[config.mk]
export PLATFORM = sky130hd
export DESIGN_NAME = booth_datapath
export DESIGN_NICKNAME = d
export VERILOG_FILES = /design/src/rtl/booth_datapath.sv
export SDC_FILE = /design/constraint.sdc
export NUM_CORES = 1
export LEC_CHECK = 0
export BUFFER_PORTS_ARGS = -buffer_cell sky130_fd_sc_hd__buf_2
export CORE_ASPECT_RATIO = 0.5
export CORE_MARGIN = 1.5
export CORE_UTILIZATION = 30
export CTS_CLUSTER_SIZE = 40
export DETAILED_ROUTE_END_ITERATION = 7
export HOLD_SLACK_MARGIN = 0.03
export PLACE_DENSITY = 0.5
export REMOVE_ABC_BUFFERS = 1
export SLEW_MARGIN = 20
export SYNTH_ARGS = -nofsm -noshare
export SYNTH_HDL_FRONTEND = slang
export SYNTH_SLANG_ARGS = --single-unit
[constraint.sdc]
create_clock -name clk -period 8.7 [get_ports clk]
set_clock_uncertainty 0.05 [all_clocks]
set_input_delay 0 -clock clk [delete_from_list [all_inputs] [get_ports clk]]
set_output_delay 0 -clock clk [all_outputs]
set_load 0.01 [all_outputs]
[src/rtl/booth_datapath.sv]
// Radix-2 Booth multiplier datapath: M, A (sign-extended), Q, Q-1 and iteration counter.
// Optional macro BOOTH_DP_REG_OUT_EN registers outbus (1-cycle latency); default is combinational.
module booth_datapath #(
  parameter int WIDTH = 8
) (
  input  logic             clk,
  input  logic             rst_n,
  input  logic [7:0]       c,
  input  logic [WIDTH-1:0] inbus,
  output logic [WIDTH-1:0] outbus,
  output logic             q0,
  output logic             qm,
  output logic             count
);

  localparam int CNT_W = (WIDTH > 1) ? $clog2(WIDTH) : 1;
  localparam logic [CNT_W-1:0] CNT_LAST = CNT_W'(WIDTH - 1);

  logic                    ld_m;
  logic                    ld_q;
  logic                    addsub_en;
  logic                    sub_sel;
  logic                    shr_en;
  logic                    cnt_inc;
  logic                    out_a;
  logic                    out_q;

  logic signed [WIDTH-1:0] m_reg;
  logic signed [WIDTH:0]   a_reg;
  logic        [WIDTH-1:0] q_reg;
  logic                    qm_reg;
  logic        [CNT_W-1:0] cnt_reg;

  logic signed [WIDTH:0]   a_arith_p0;
  logic signed [WIDTH:0]   a_shift_p0;
  logic        [WIDTH-1:0] q_shift_p0;
  logic                    qm_shift_p0;

  logic signed [WIDTH:0]   a_nxt;
  logic        [WIDTH-1:0] q_nxt;
  logic                    qm_nxt;
  logic        [CNT_W-1:0] cnt_nxt;
  logic        [WIDTH-1:0] out_sel_p0;

  // A +/- sext(M), wrapping modulo 2^(WIDTH+1); the extra A bit absorbs -2^(WIDTH-1) operands.
  function automatic logic signed [WIDTH:0] add_sub(input logic signed [WIDTH:0]   a,
                                                    input logic signed [WIDTH-1:0] m,
                                                    input logic                    sub);
    logic signed [WIDTH:0] m_ext;
    m_ext = {m[WIDTH-1], m};
    return sub ? (a - m_ext) : (a + m_ext);
  endfunction

  assign ld_m      = c[0];
  assign ld_q      = c[1];
  assign addsub_en = c[2];
  assign sub_sel   = c[3];
  assign shr_en    = c[4];
  assign cnt_inc   = c[5];
  assign out_a     = c[6];
  assign out_q     = c[7];

  // p0: add/sub feeds the arithmetic right shift in the same cycle
  always_comb begin
    a_arith_p0  = a_reg;
    if (addsub_en) begin
      a_arith_p0 = add_sub(a_reg, m_reg, sub_sel);
    end
    a_shift_p0  = {a_arith_p0[WIDTH], a_arith_p0[WIDTH:1]};
    q_shift_p0  = {a_arith_p0[0], q_reg[WIDTH-1:1]};
    qm_shift_p0 = q_reg[0];
  end

  always_comb begin
    a_nxt   = a_reg;
    q_nxt   = q_reg;
    qm_nxt  = qm_reg;
    cnt_nxt = cnt_reg;
    if (ld_q) begin
      a_nxt   = '0;
      q_nxt   = inbus;
      qm_nxt  = 1'b0;
      cnt_nxt = '0;
    end else begin
      if (shr_en) begin
        a_nxt  = a_shift_p0;
        q_nxt  = q_shift_p0;
        qm_nxt = qm_shift_p0;
      end else begin
        a_nxt  = a_arith_p0;
      end
      if (cnt_inc) begin
        cnt_nxt = (cnt_reg == CNT_LAST) ? '0 : cnt_reg + CNT_W'(1);
      end
    end
  end

  // p1: architectural state
  always_ff @(posedge clk or negedge rst_n) begin
    if (!rst_n) begin
      m_reg   <= '0;
      a_reg   <= '0;
      q_reg   <= '0;
      qm_reg  <= 1'b0;
      cnt_reg <= '0;
    end else begin
      if (ld_m) begin
        m_reg <= inbus;
      end
      a_reg   <= a_nxt;
      q_reg   <= q_nxt;
      qm_reg  <= qm_nxt;
      cnt_reg <= cnt_nxt;
    end
  end

  assign q0    = q_reg[0];
  assign qm    = qm_reg;
  assign count = (cnt_reg == CNT_LAST);

  always_comb begin
    out_sel_p0 = '0;
    if (out_a) begin
      out_sel_p0 = a_reg[WIDTH-1:0];
    end else if (out_q) begin
      out_sel_p0 = q_reg;
    end
  end

`ifdef BOOTH_DP_REG_OUT_EN
  logic [WIDTH-1:0] out_p1;

  // p1: registered result bus
  always_ff @(posedge clk or negedge rst_n) begin
    if (!rst_n) begin
      out_p1 <= '0;
    end else begin
      out_p1 <= out_sel_p0;
    end
  end

  assign outbus = out_p1;
`else
  assign outbus = out_sel_p0;
`endif

endmodule

==> results.py <==
metrics = {
    "power_and_ir_drop": {
        "power_mw": 0.526,
        "ir_worst_vdd_mv": 0.0958,
        "leakagePower_nw": 1.11,
        "cellPowerDensity_nw_per_um2": 216,
    },
    "logic_synthesis": {
        "ys.warnings.count": 0,
        "synth_top_cell_by_area": "dfrtp_1",
        "synth_edf_count": 0,
        "yosysUniqueCellTypes": 40,
        "synthTopCellsByCount": "dfrtp_1 (29), nand2_1 (22), o21ai_0 (22), nor2_1 (19), mux2i_1 (13)",
        "synth_area_leaders": "dfrtp_1 (37%), ha_1 (7.0%), mux2i_1 (6.6%)",
        "synth.yosys.seq_area_share": 0.371,
        "synth-main-ff-cell": "dfrtp_1",
        "synthCells": 215,
        "ys_ff_latch": 29,
        "yosysMostFrequentCell": "dfrtp_1",
        "yosysTopAreaCellShare": 0.371,
        "synth_area_um2": 1960,
        "syn_area_per_cell_um2": 9.10,
        "synthArstFlopShare": 1.00,
    },
    "floorplan": {
        "die_y_um": 60.1,
        "core_region_area_um2": 6180,
        "die_area_um2": 7050,
        "ios": 29,
        "start_util": 0.317,
        "rows": 20,
        "die_w_um": 117,
    },
    "placed_design": {
        "gp_congestion": 0.845,
        "placed_cells": 322,
        "place_ws_ps": 5680,
        "port_buffers": 28,
        "hpwlAfterDp_mm": 3.79,
        "dpl_cell_area_um2": 2170,
    },
    "setup_path": {
        "critPathArrivalTime_ps": 3200,
        "cp-start-kind": "flop",
        "cp-end-kind": "flop",
        "path_cells": "or3_1 -> nor3_1 -> nor2_1 -> xnor2_1 -> ha_1 -> a2111oi_0 -> o21ai_0 -> a211o_1 -> a21o_1 -> a311oi_2",
        "slowest_stage": "a2111oi_0",
        "cp.required_ps": 8840,
        "cpPeakStageDelay_ps": 420,
        "critical_path_class": "flop to flop",
        "critPathBufInv": 0,
        "cpLargestDelayFamily": "compound AO/OA/AOI/OAI gates",
        "crit_fanout": 6,
    },
    "finish": {
        "final_core_util": 0.394,
        "antenna_cells": 0,
        "largest_register_ffs": 9,
        "final_cells": 339,
        "drive_gt1_frac": 0.179,
        "nNetsFinal": 281,
        "syn_to_final_growth_pct": 24.4,
        "stdcell_area_um2": 2430,
    },
    "cts": {
        "cts_sinks": 29,
        "root_buffer": "clkbuf_16",
        "hold_buffers": 10,
        "cts_made_buffers": 5,
        "cts_tree": "done",
        "clock_path_buffers": 2,
        "clk_latency_ps": 270,
        "htree_levels": 2,
        "cts-resized-gates": 0,
        "clk_pin_slew_ps": 50,
        "cts_setup_buffers": 0,
    },
    "sta": {
        "worst_pin_slew_ps": 691,
        "worst_slack_ps": 5630,
        "setup_viol": 0,
        "max_freq_ghz": 0.326,
        "drv_slew": 0,
        "max_slew_margin": 0.540,
        "fin_crit_ps": 3070,
        "final_hold_viol_count": 0,
        "tns_ps": 0,
        "period_share": 0.353,
        "holdWs_ps": 46.9,
        "rsz0062_at_grt": "no",
    },
    "routing": {
        "drc_errors": 0,
        "avgRoutedWirePerCell_um": 15.1,
        "routed_wl_mm": 5.11,
        "antenna_left": 0,
        "dr.first_iter.drc_count": 105,
        "num_vias": 1729,
        "first_pass_iters": 4,
        "vias_per_cell": 5.10,
    },
    "global_routing": {
        "grt_usage": 0.161,
        "overflow": 0,
        "grt_first_pass_wirelength_mm": 8.45,
        "grt_max_degree": 30,
        "grt_antenna_before_repair": 0,
        "first_global_vias": 1702,
    },
    "min_path": {
        "worstHoldPathType": "input port to flop",
    },
    "run": {
        "maxCapViolCount": 0,
    },
    "outcome": {
        "run_status": "finished clean",
    },
}
## worst paths after layout
| path | to | from | slack [ps] | cells after the start |
|---|---|---|---|---|
| worst max-delay path | a_reg[7] | m_reg[4] | 5630 | 10 |
| worst min-delay path | m_reg[0] | c[0] | 50 | 2 |
| worst max register to register | a_reg[7] | m_reg[4] | 5630 | 10 |
| worst min register to register | qm | qm | 480 | 2 |
| max in group asynchronous | m_reg[6] | rst_n | 7900 | 2 |
| min in group asynchronous | a_reg[0] | rst_n | 260 | 2 |
## final cells by class
cell class                 count  area, um2
fill                         625       3750
multi-input combinational    168       1160
sequential                    29        726
timing repair buffer          38        240
clock buffer                   5        125
tap                           88        110
clock inverter                 2       35.0
inverter                       9       33.8
## logic make-up after synthesis
| group | after synthesis | share of synthesized area |
|---|---|---|
| muxes | 20 | 0.107 |
| and+or+nand+nor | 67 | 0.160 |
| buffers and inverters | 18 | 0.0345 |
| DFF | 29 | 0.371 |
| adders and majority gates | 12 | 0.0806 |
| xor gates and xnor gates | 8 | 0.0358 |
| AOI/OAI and AO/OA | 61 | 0.211 |
## power breakdown
group	switching (mW)	internal (mW)
logic	0.0897	0.0731
clock network	0.0602	0.133
registers	0.0185	0.151
## routing by layer
metal	track usage	wire, um
met1	0.224	2560
met2	0.243	2180
met3	0.0355	255
met4	0.0671	121
met5	0	0
## layout by cell type (no fill, tap or decap), types with 3 or more instances in the layout
cell type / instances
inv_1: 8
o21ai_0: 22
buf_2: 28
a21o_1: 3
nor4_1: 3
xnor2_1: 8
nor2b_1: 4
dlygate4sd3_1: 10
mux2i_1: 13
a21oi_1: 8
nor3_1: 6
a22o_1: 3
ha_1: 11
a211oi_1: 5
dfrtp_1: 29
a2111oi_0: 4
nand2_1: 22
a211o_1: 3
nor2_1: 19
clkbuf_16: 5
mux2_2: 7
No activity file was read; power rests on OpenSTA's default activity.
